$ cat src/rtl/cia_bus_master_if.sv
// Command/response stream and CIA core bus signals for cia_bus_master.
// The master modport is the sequencer side; slave is the command source / core side.
interface cia_bus_master_if;
    logic       cmd_valid;
    logic       cmd_ready;
    logic       cmd_we;
    logic [3:0] cmd_addr;
    logic [7:0] cmd_data;
    logic       rsp_valid;
    logic [7:0] rsp_data;
    logic       busy;
    logic       phi2;
    logic       res_n;
    logic       cs_n;
    logic       r_w_n;
    logic [3:0] addr;
    logic [7:0] data_o;
    logic [7:0] data_i;
    logic [1:0] state_dbg;

    modport master (
        input  cmd_valid, cmd_we, cmd_addr, cmd_data, data_i,
        output cmd_ready, rsp_valid, rsp_data, busy, phi2, res_n,
               cs_n, r_w_n, addr, data_o, state_dbg
    );

    modport slave (
        output cmd_valid, cmd_we, cmd_addr, cmd_data, data_i,
        input  cmd_ready, rsp_valid, rsp_data, busy, phi2, res_n,
               cs_n, r_w_n, addr, data_o, state_dbg
    );
endinterface

$ cat src/rtl/cia_bus_master.sv
// Drives the CIA core bus from a queued command stream: generates PHI2, sequences
// core reset, and issues one PHI2-aligned register access per queued command.
module cia_bus_master #(
    parameter int HALF       = 8,
    parameter int DEPTH      = 4,
    parameter int RES_CYCLES = 2
) (
    input  logic              clk,
    input  logic              rst,
    cia_bus_master_if.master  bus
);
    localparam int HW = $clog2(HALF);
    localparam int AW = $clog2(DEPTH);
    localparam int CW = $clog2(RES_CYCLES + 1);

    typedef enum logic {SEQ_RESET, SEQ_RUN} seq_e;
    typedef enum logic {ACC_IDLE, ACC_ACCESS} acc_e;

    typedef struct packed {
        logic       we;
        logic [3:0] addr;
        logic [7:0] data;
    } cmd_t;

    logic [HW-1:0] hc_q, hc_d;
    logic          phi2_q, phi2_d;
    seq_e          seq_q, seq_d;
    logic [CW-1:0] res_cnt_q, res_cnt_d;
    acc_e          acc_q, acc_d;
    logic          acc_rd_q, acc_rd_d;
    cmd_t          mem_q [DEPTH];
    cmd_t          mem_d [DEPTH];
    logic [AW:0]   wr_ptr_q, wr_ptr_d;
    logic [AW:0]   rd_ptr_q, rd_ptr_d;
    logic          cs_n_q, cs_n_d;
    logic          r_w_n_q, r_w_n_d;
    logic [3:0]    addr_q, addr_d;
    logic [7:0]    data_o_q, data_o_d;
    logic          rsp_valid_q, rsp_valid_d;
    logic [7:0]    rsp_data_q, rsp_data_d;

    logic hc_last, lp, empty, full, push, pop, res_done, run_now;
    cmd_t head;

    // Handshake: a command transfers on any clk edge where cmd_valid & cmd_ready;
    // cmd_ready depends only on FIFO occupancy, never on cmd_valid, and a full
    // FIFO refuses even when the head is popped in the same cycle.
    always_comb begin
        hc_last  = (hc_q == HW'(HALF - 1));
        lp       = phi2_q & hc_last;
        empty    = (wr_ptr_q == rd_ptr_q);
        full     = (wr_ptr_q[AW] != rd_ptr_q[AW]) &&
                   (wr_ptr_q[AW-1:0] == rd_ptr_q[AW-1:0]);
        push     = bus.cmd_valid & ~full;
        head     = mem_q[rd_ptr_q[AW-1:0]];
        res_done = (res_cnt_q == CW'(RES_CYCLES - 1));
        // The LP that releases the core may already launch a queued command.
        run_now  = (seq_q == SEQ_RUN) | (lp & res_done);
        pop      = lp & run_now & ~empty;

        hc_d   = hc_last ? '0 : hc_q + HW'(1);
        phi2_d = hc_last ? ~phi2_q : phi2_q;

        seq_d     = seq_q;
        res_cnt_d = res_cnt_q;
        if (seq_q == SEQ_RESET && lp) begin
            res_cnt_d = res_cnt_q + CW'(1);
            if (res_done) begin
                seq_d = SEQ_RUN;
            end
        end

        mem_d    = mem_q;
        wr_ptr_d = wr_ptr_q;
        rd_ptr_d = rd_ptr_q;
        if (push) begin
            mem_d[wr_ptr_q[AW-1:0]] = {bus.cmd_we, bus.cmd_addr, bus.cmd_data};
            wr_ptr_d = wr_ptr_q + (AW + 1)'(1);
        end
        if (pop) begin
            rd_ptr_d = rd_ptr_q + (AW + 1)'(1);
        end

        acc_d       = acc_q;
        acc_rd_d    = acc_rd_q;
        cs_n_d      = cs_n_q;
        r_w_n_d     = r_w_n_q;
        addr_d      = addr_q;
        data_o_d    = data_o_q;
        rsp_valid_d = 1'b0;
        rsp_data_d  = rsp_data_q;
        if (lp) begin
            if (acc_q == ACC_ACCESS && acc_rd_q) begin
                rsp_valid_d = 1'b1;
                rsp_data_d  = bus.data_i;
            end
            if (pop) begin
                acc_d    = ACC_ACCESS;
                acc_rd_d = ~head.we;
                cs_n_d   = 1'b0;
                r_w_n_d  = ~head.we;
                addr_d   = head.addr;
                data_o_d = head.we ? head.data : 8'h00;
            end else begin
                acc_d    = ACC_IDLE;
                acc_rd_d = 1'b0;
                cs_n_d   = 1'b1;
                r_w_n_d  = 1'b1;
                addr_d   = 4'h0;
                data_o_d = 8'h00;
            end
        end
    end

    always_ff @(posedge clk) begin
        if (rst) begin
            hc_q        <= '0;
            phi2_q      <= 1'b0;
            seq_q       <= SEQ_RESET;
            res_cnt_q   <= '0;
            acc_q       <= ACC_IDLE;
            acc_rd_q    <= 1'b0;
            wr_ptr_q    <= '0;
            rd_ptr_q    <= '0;
            cs_n_q      <= 1'b1;
            r_w_n_q     <= 1'b1;
            addr_q      <= 4'h0;
            data_o_q    <= 8'h00;
            rsp_valid_q <= 1'b0;
            rsp_data_q  <= 8'h00;
        end else begin
            hc_q        <= hc_d;
            phi2_q      <= phi2_d;
            seq_q       <= seq_d;
            res_cnt_q   <= res_cnt_d;
            acc_q       <= acc_d;
            acc_rd_q    <= acc_rd_d;
            mem_q       <= mem_d;
            wr_ptr_q    <= wr_ptr_d;
            rd_ptr_q    <= rd_ptr_d;
            cs_n_q      <= cs_n_d;
            r_w_n_q     <= r_w_n_d;
            addr_q      <= addr_d;
            data_o_q    <= data_o_d;
            rsp_valid_q <= rsp_valid_d;
            rsp_data_q  <= rsp_data_d;
        end
    end

    assign bus.cmd_ready = ~full;
    assign bus.busy      = ~empty | (acc_q == ACC_ACCESS);
    assign bus.phi2      = phi2_q;
    assign bus.res_n     = (seq_q == SEQ_RUN);
    assign bus.cs_n      = cs_n_q;
    assign bus.r_w_n     = r_w_n_q;
    assign bus.addr      = addr_q;
    assign bus.data_o    = data_o_q;
    assign bus.rsp_valid = rsp_valid_q;
    assign bus.rsp_data  = rsp_data_q;
    assign bus.state_dbg = {seq_q == SEQ_RUN, acc_q == ACC_ACCESS};
endmodule
$ cat src/flat_wrapper.sv
// flat-port wrapper written by rule: the top's interface ports become plain ports
module cia_bus_master_flat 
#(
    parameter int HALF       = 8,
    parameter int DEPTH      = 4,
    parameter int RES_CYCLES = 2
)
  (clk, rst, bus_cmd_valid, bus_cmd_we, bus_cmd_addr, bus_cmd_data, bus_data_i, bus_cmd_ready, bus_rsp_valid, bus_rsp_data, bus_busy, bus_phi2, bus_res_n, bus_cs_n, bus_r_w_n, bus_addr, bus_data_o, bus_state_dbg);
  cia_bus_master_if bus_i ();
  input  logic clk;
  input  logic rst;
  input wire logic [$bits(bus_i.cmd_valid)-1:0] bus_cmd_valid;
  input wire logic [$bits(bus_i.cmd_we)-1:0] bus_cmd_we;
  input wire logic [$bits(bus_i.cmd_addr)-1:0] bus_cmd_addr;
  input wire logic [$bits(bus_i.cmd_data)-1:0] bus_cmd_data;
  input wire logic [$bits(bus_i.data_i)-1:0] bus_data_i;
  output wire logic [$bits(bus_i.cmd_ready)-1:0] bus_cmd_ready;
  output wire logic [$bits(bus_i.rsp_valid)-1:0] bus_rsp_valid;
  output wire logic [$bits(bus_i.rsp_data)-1:0] bus_rsp_data;
  output wire logic [$bits(bus_i.busy)-1:0] bus_busy;
  output wire logic [$bits(bus_i.phi2)-1:0] bus_phi2;
  output wire logic [$bits(bus_i.res_n)-1:0] bus_res_n;
  output wire logic [$bits(bus_i.cs_n)-1:0] bus_cs_n;
  output wire logic [$bits(bus_i.r_w_n)-1:0] bus_r_w_n;
  output wire logic [$bits(bus_i.addr)-1:0] bus_addr;
  output wire logic [$bits(bus_i.data_o)-1:0] bus_data_o;
  output wire logic [$bits(bus_i.state_dbg)-1:0] bus_state_dbg;
  assign bus_i.cmd_valid = bus_cmd_valid;
  assign bus_i.cmd_we = bus_cmd_we;
  assign bus_i.cmd_addr = bus_cmd_addr;
  assign bus_i.cmd_data = bus_cmd_data;
  assign bus_i.data_i = bus_data_i;
  assign bus_cmd_ready = bus_i.cmd_ready;
  assign bus_rsp_valid = bus_i.rsp_valid;
  assign bus_rsp_data = bus_i.rsp_data;
  assign bus_busy = bus_i.busy;
  assign bus_phi2 = bus_i.phi2;
  assign bus_res_n = bus_i.res_n;
  assign bus_cs_n = bus_i.cs_n;
  assign bus_r_w_n = bus_i.r_w_n;
  assign bus_addr = bus_i.addr;
  assign bus_data_o = bus_i.data_o;
  assign bus_state_dbg = bus_i.state_dbg;
  cia_bus_master #(.HALF(HALF), .DEPTH(DEPTH), .RES_CYCLES(RES_CYCLES)) u_core (.clk(clk), .rst(rst), .bus(bus_i));
endmodule
$ cat config.mk
export PLATFORM = sky130hd
export DESIGN_NAME = cia_bus_master_flat
export DESIGN_NICKNAME = d
export VERILOG_FILES = /design/src/rtl/cia_bus_master_if.sv /design/src/rtl/cia_bus_master.sv /design/src/flat_wrapper.sv
export SDC_FILE = /design/constraint.sdc
export NUM_CORES = 1
export LEC_CHECK = 0
export CAP_MARGIN = 0
export CELL_PAD_IN_SITES_DETAIL_PLACEMENT = 0
export CELL_PAD_IN_SITES_GLOBAL_PLACEMENT = 1
export CORE_ASPECT_RATIO = 0.7
export CORE_MARGIN = 4
export CORE_UTILIZATION = 25
export DETAILED_ROUTE_END_ITERATION = 10
export GPL_TIMING_DRIVEN = 0
export PLACE_DENSITY_LB_ADDON = 0.1
export SYNTH_ARGS = -nofsm -noshare
export SYNTH_HDL_FRONTEND = slang
export SYNTH_SLANG_ARGS = --single-unit
$ cat constraint.sdc
create_clock -name clk -period 2.9 [get_ports clk]
set_input_delay 0.58 -clock clk [delete_from_list [all_inputs] [get_ports clk]]
set_output_delay 0.58 -clock clk [all_outputs]
set_load 0.05 [all_outputs]
== Word-level counts from Yosys, hierarchy flattened ==
Cells that the tools add are included.

* Bits in registers: 90
* Bits of input ports: 24
* Logic and storage cells: 77

* Add/subtract/negate cells: 4
* Order comparisons: 3
* Equality and inequality tests: 5
* Muxes and demuxes: 14
* Bitwise gates (word level): 16
* Reduce and logical (&&, ||, !) cells: 9

{| class="wikitable"
|+ Operators with widths
! cell !! number
|-
| bitwise mux 52 bit || 1
|-
| 2-to-1 mux 13 bit || 3
|-
| binary-select mux 13 bit (select 2 bit) || 1
|-
| demux 13 bit (select 2 bit) || 1
|-
| 2-to-1 mux 8 bit || 2
|-
| adder 3 x 1 -> 3 bit, second input constant || 3
|-
| NOT 1 bit || 7
|-
| greater-or-equal comparator 3 bit, second input constant || 2
|-
| NOT 2 -> 3 bit || 2
|-
| AND reduction 2 bit || 3
|-
| bitwise AND 1 bit || 5
|-
| 2-to-1 mux 1 bit || 5
|-
| logical AND 1 bit || 4
|-
| 2-to-1 mux 4 bit || 1
|-
| OR reduction 2 bit || 2
|-
| equality test 3 bit || 1
|-
| equality test 3 bit, second input constant || 1
|-
| < comparator 3 x 1 -> 1 bit, second input constant || 1
|-
| adder 2 x 1 -> 2 bit, second input constant || 1
|-
| equality test 2 x 1 -> 1 bit, second input constant || 1
|-
| equality test 2 bit || 1
|-
| OR 1 bit || 2
|-
| != test 1 bit || 1
|}

== Longest topological paths before layout ==
* Word-level depth: 7
* Gate-level depth with buffers: 7

== Least setup slack after synthesis ==
Ideal clock, no wire load.

* Path type: register -> register
* Start point: register u_core.rd_ptr_q[1]
* End point: register u_core.mem_q[0] (netlist name) (enable)
* Library setup time: 0.403 ns
* Data arrival time: 2.031 ns
* Required time: 2.497 ns
* Setup slack: 0.467 ns
* Cell stages (with the launch flop): 5
* Cell sequence: dfxtp_1 buf_2 xor2_2 o31ai_1 nor3b_1

* Word-level cells in the longest chain between the ends: 5

{| class="wikitable"
|+ Ends and longest elaborated chain
! what !! RTL line !! RTL
|-
| start, declared || cia_bus_master.sv:34 || <nowiki>logic [AW:0] rd_ptr_q, rd_ptr_d;</nowiki>
|-
| start signal, assigned || cia_bus_master.sv:140 || <nowiki>rd_ptr_q <= rd_ptr_d;</nowiki>
|-
| equality test 2 bit || cia_bus_master.sv:53 || <nowiki>(wr_ptr_q[AW-1:0] == rd_ptr_q[AW-1:0]);</nowiki>
|-
| logical AND 1 bit || cia_bus_master.sv:52 || <nowiki>full = (wr_ptr_q[AW] != rd_ptr_q[AW]) &&</nowiki>
|-
| NOT 1 bit || cia_bus_master.sv:54 || <nowiki>push = bus.cmd_valid & ~full;</nowiki>
|-
| bitwise AND 1 bit || cia_bus_master.sv:54 ||
|-
| AND reduction 2 bit (no source line) || -- ||
|-
| end signal, assigned || cia_bus_master.sv:138 || <nowiki>mem_q <= mem_d;</nowiki>
|-
| end, declared || cia_bus_master.sv:31 || <nowiki>cmd_t mem_q [DEPTH];</nowiki>
|}

Every way passes these cells.
A chain may end at the register's enable or synchronous reset.

== Final worst setup path ==
* Start point: register u_core.rd_ptr_q[0]
* End point: output port bus_cmd_ready

* Word-level cells in the longest chain between the ends: 3

{| class="wikitable"
|+ Ends and longest elaborated chain
! what !! RTL line !! RTL
|-
| equality test 2 bit || cia_bus_master.sv:53 ||
|-
| logical AND 1 bit || cia_bus_master.sv:52 ||
|-
| NOT 1 bit || cia_bus_master.sv:150 || <nowiki>assign bus.cmd_ready = ~full;</nowiki>
|-
| end, declared || flat_wrapper.sv:17 || <nowiki>output wire logic [$bits(bus_i.cmd_ready)-1:0] bus_cmd_ready;</nowiki>
|}

Every way passes these cells.

==> flow_metrics.env <==
export IMPL_clk_latency_ns=0.34
export IMPL_syn_inst=258
export IMPL_synth_seq_cells=90
export IMPL_dieArea_um2=16700
export IMPL_synth_edf_count=52
export IMPL_peakVddDrop_v=0.000265
export IMPL_cts_made_buffers=9
export IMPL_crit_family="buffers and inverters"
export IMPL_drt_iter0_drc=86
export IMPL_finalNetCount=357
export IMPL_cts_resized=1
export IMPL_finalHoldWorstSlack_ns=0.438
export IMPL_antenna_found_initial=0
export IMPL_ys_seq_area_share_pct=63.3
export IMPL_rows=36
export IMPL_io_pins=53
export IMPL_ys_top_cells_by_area="edfxtp_1 43%, dfxtp_1 21%, mux4_1 6.4%"
export IMPL_drive_above_1_share_pct=14.5
export IMPL_avgSynthCellArea_um2=14.2
export IMPL_wl_per_cell_um=16.6
export IMPL_finClkSkew_ns=0.00659
export IMPL_syn_nets=290
export IMPL_slew_headroom_pct=52.1
export IMPL_diodes=0
export IMPL_dp_hpwl_mm=6.08
export IMPL_critPathBufInv=3
export IMPL_hold_viol=0
export IMPL_cts_setup_buffers=0
export IMPL_path_cells="buf_6 > buf_6 > xnor2_1 > nand3_1 > clkdlybuf4s50_1"
export IMPL_cp_common_cell="buf_6"
export IMPL_start_util_pct=25.9
export IMPL_drv_cap=0
export IMPL_vias=2288
export IMPL_drt_total_wl_mm=8.62
export IMPL_final_core_util_pct=33.8
export IMPL_yosysUniqueCellTypes=45
export IMPL_synth_cell_area_um2=3670
export IMPL_cts_sinks=90
export IMPL_synth_ff_type="edfxtp_1"
export IMPL_slew_viol_final=0
export IMPL_power_density_nw_per_um2=559
export IMPL_synth_top_cell_area_share_pct=42.6
export IMPL_design_core_area_um2=14100
export IMPL_final_cells=520
export IMPL_clk_pin_slew_worst_paths_ns=0.07
export IMPL_cp_slowest_cell="clkdlybuf4s50_1"
export IMPL_clock_fmax_mhz=367
export IMPL_tightest_slew_ns=0.713
export IMPL_cts_tree="yes"
export IMPL_cpPeakStageDelay_ns=0.82
export IMPL_worstSetupStartpointType="register"
export IMPL_required_ns=2.32
export IMPL_die_x_um=153
export IMPL_first_global_vias=2378
export IMPL_crit_arrival_ns=2.15
export IMPL_placedCellCount=504
export IMPL_fin_crit_ns=2.73
export IMPL_gp_congestion=0.679
export IMPL_drc=0
export IMPL_port_buffers=52
export IMPL_criticalPathCategory="reg -> out"
export IMPL_grt_pass1_wl_mm=13.5
export IMPL_endpoint_kind="output port"
export IMPL_cts_root_buf="clkbuf_16"
export IMPL_hp_class="reg -> reg"
export IMPL_avgViaCountPerCell=4.40
export IMPL_fin_crit_sh_pct=94.0
export IMPL_clk_path_buf_depth=2
export IMPL_setup_violations=0
export IMPL_dr_pass1_iters=4
export IMPL_n_fill_cell=1425
export IMPL_rsz0062_at_grt="no"
export IMPL_htreeDepth=3
export IMPL_synthArstFlopShare_pct=0
export IMPL_grt_overflow=0
export IMPL_yosysTopAreaCell="edfxtp_1"
export IMPL_grt_max_degree=17
export IMPL_antenna_left=0
export IMPL_areaGrowthSynthToFinish_pct=30.2
export IMPL_hold_buffers=0
export IMPL_die_h_um=109
export IMPL_synth_most_common_cell="edfxtp_1"
export IMPL_yosys_warnings=0
export IMPL_status="completed"
export IMPL_ys_top_cells_by_count="52 x edfxtp_1, 39 x nand2_1, 38 x dfxtp_1, 11 x a21oi_1"
export IMPL_grt_use_total_pct=10.8
export IMPL_leakage_uw=0.00158
export IMPL_crit_fanout=10
-- area by class of cell --
cell class | count | area, um2 | share of cell area, %
clock buffers | 11 | 243 | 5.08
clock inverters | 5 | 43.8 | 0.917
multi-input cells | 142 | 1240 | 25.9
plain buffers | 17 | 92.6 | 1.94
well taps | 190 | 238 | 4.98
repair buffers | 56 | 564 | 11.8
inverters | 9 | 33.8 | 0.707
flip-flops and latches | 90 | 2320 | 48.6
-- sequential cells by signal (all words and copies together), names as in the netlist --
| signal | flops |
|---|---|
| u_core.bus.rsp_valid | 1 |
| u_core.wr_ptr_q | 3 |
| u_core.mem_q | 52 |
| u_core.res_cnt_q | 2 |
| u_core.rd_ptr_q | 3 |
| u_core.bus.phi2 | 1 |
| u_core.bus.res_n | 1 |
| u_core.bus.cs_n | 1 |
| u_core.bus.data_o | 8 |
| u_core.bus.addr | 4 |
| u_core.acc_rd_q | 1 |
| u_core.acc_q | 1 |
| u_core.bus.rsp_data | 8 |
| u_core.bus.r_w_n | 1 |
| u_core.hc_q | 3 |
-- report_power, final --
group | leakage [uW] | internal (uW) | switching (uW)
clock network | 0.000135 | 618 | 517
logic | 0.000662 | 65.2 | 80.1
registers | 0.000779 | 1380 | 12.5
total | 0.00158 | 2060 | 610
-- per-stage QoR --
| step | setup slack (ns) | TNS (ns) | area (um2) | total power, uW |
|---|---|---|---|---|
| finish | 0.174 | 0 | 4780 | 2670 |
| global route | 0.0348 | 0 | 4780 | 2780 |
| detailed placement | -0.0640 | -0.613 | 4490 | 1570 |
| CTS | 0.130 | 0 | 4780 | 2720 |
| floorplan | 0.467 | 0 | 3670 | 1490 |
| global placement | -1.45 | -72.55 | 4430 | 1560 |
-- path summary, 6_finish.rpt --
check | endpoint | cells after the start | slack (ns) | startpoint
worst max-delay path | bus_cmd_ready | 5 | 0.17 | u_core.rd_ptr_q[0]
worst min register to register | u_core.hc_q[0] | 1 | 0.44 | u_core.hc_q[0]
worst min-delay path | u_core.hc_q[0] | 1 | 0.44 | u_core.hc_q[0]
worst max register to register | u_core.mem_q[23] | 5 | 0.61 | u_core.rd_ptr_q[1]
-- layer usage --
| layer | up-vias | GRT usage (%) | share of wire, % |
|---|---|---|---|
| met2 | 37 | 17.1 | 45 |
| met1 | 1136 | 14.4 | 50 |
| met4 | 0 | 3.24 | 1.2 |
| met5 | - | 0 | 0 |
| li1 | 1105 | - | - |
| met3 | 10 | 3.15 | 3.7 |
-- worst register-to-register path, stage by stage (launching register included) --
cell	delay, ns
dfxtp_1	0.32
buf_2	0.23
xor2_2	0.38
o31ai_1	0.25
nor3b_2	0.57
buf_6	0.25
-- cells in the final DEF (no fill, tap or decap), types with 5 or more instances in the layout --
| cell type | count |
|---|---|
| inv_1 | 9 |
| xnor2_1 | 5 |
| nand2_1 | 39 |
| a221oi_1 | 8 |
| ha_1 | 8 |
| nand2b_1 | 5 |
| buf_6 | 6 |
| o41ai_1 | 5 |
| clkbuf_16 | 9 |
| clkdlybuf4s50_1 | 51 |
| nor2_1 | 9 |
| buf_2 | 5 |
| edfxtp_1 | 52 |
| dfxtp_1 | 38 |
| a21oi_1 | 11 |
| clkbuf_1 | 8 |
| mux4_1 | 9 |
-- cell families after synthesis --
| kind of cell | synth area share, % |
|---|---|
| AND/OR/NAND/NOR | 9.14 |
| adder cells (fa/ha/maj) | 2.73 |
| flip-flops | 63.3 |
| XOR/XNOR | 2.52 |
| buffers and inverters | 3.45 |
| multiplexers | 10.5 |
| AO/OA/AOI/OAI | 8.36 |
No activity file was read; power rests on OpenSTA's default activity.
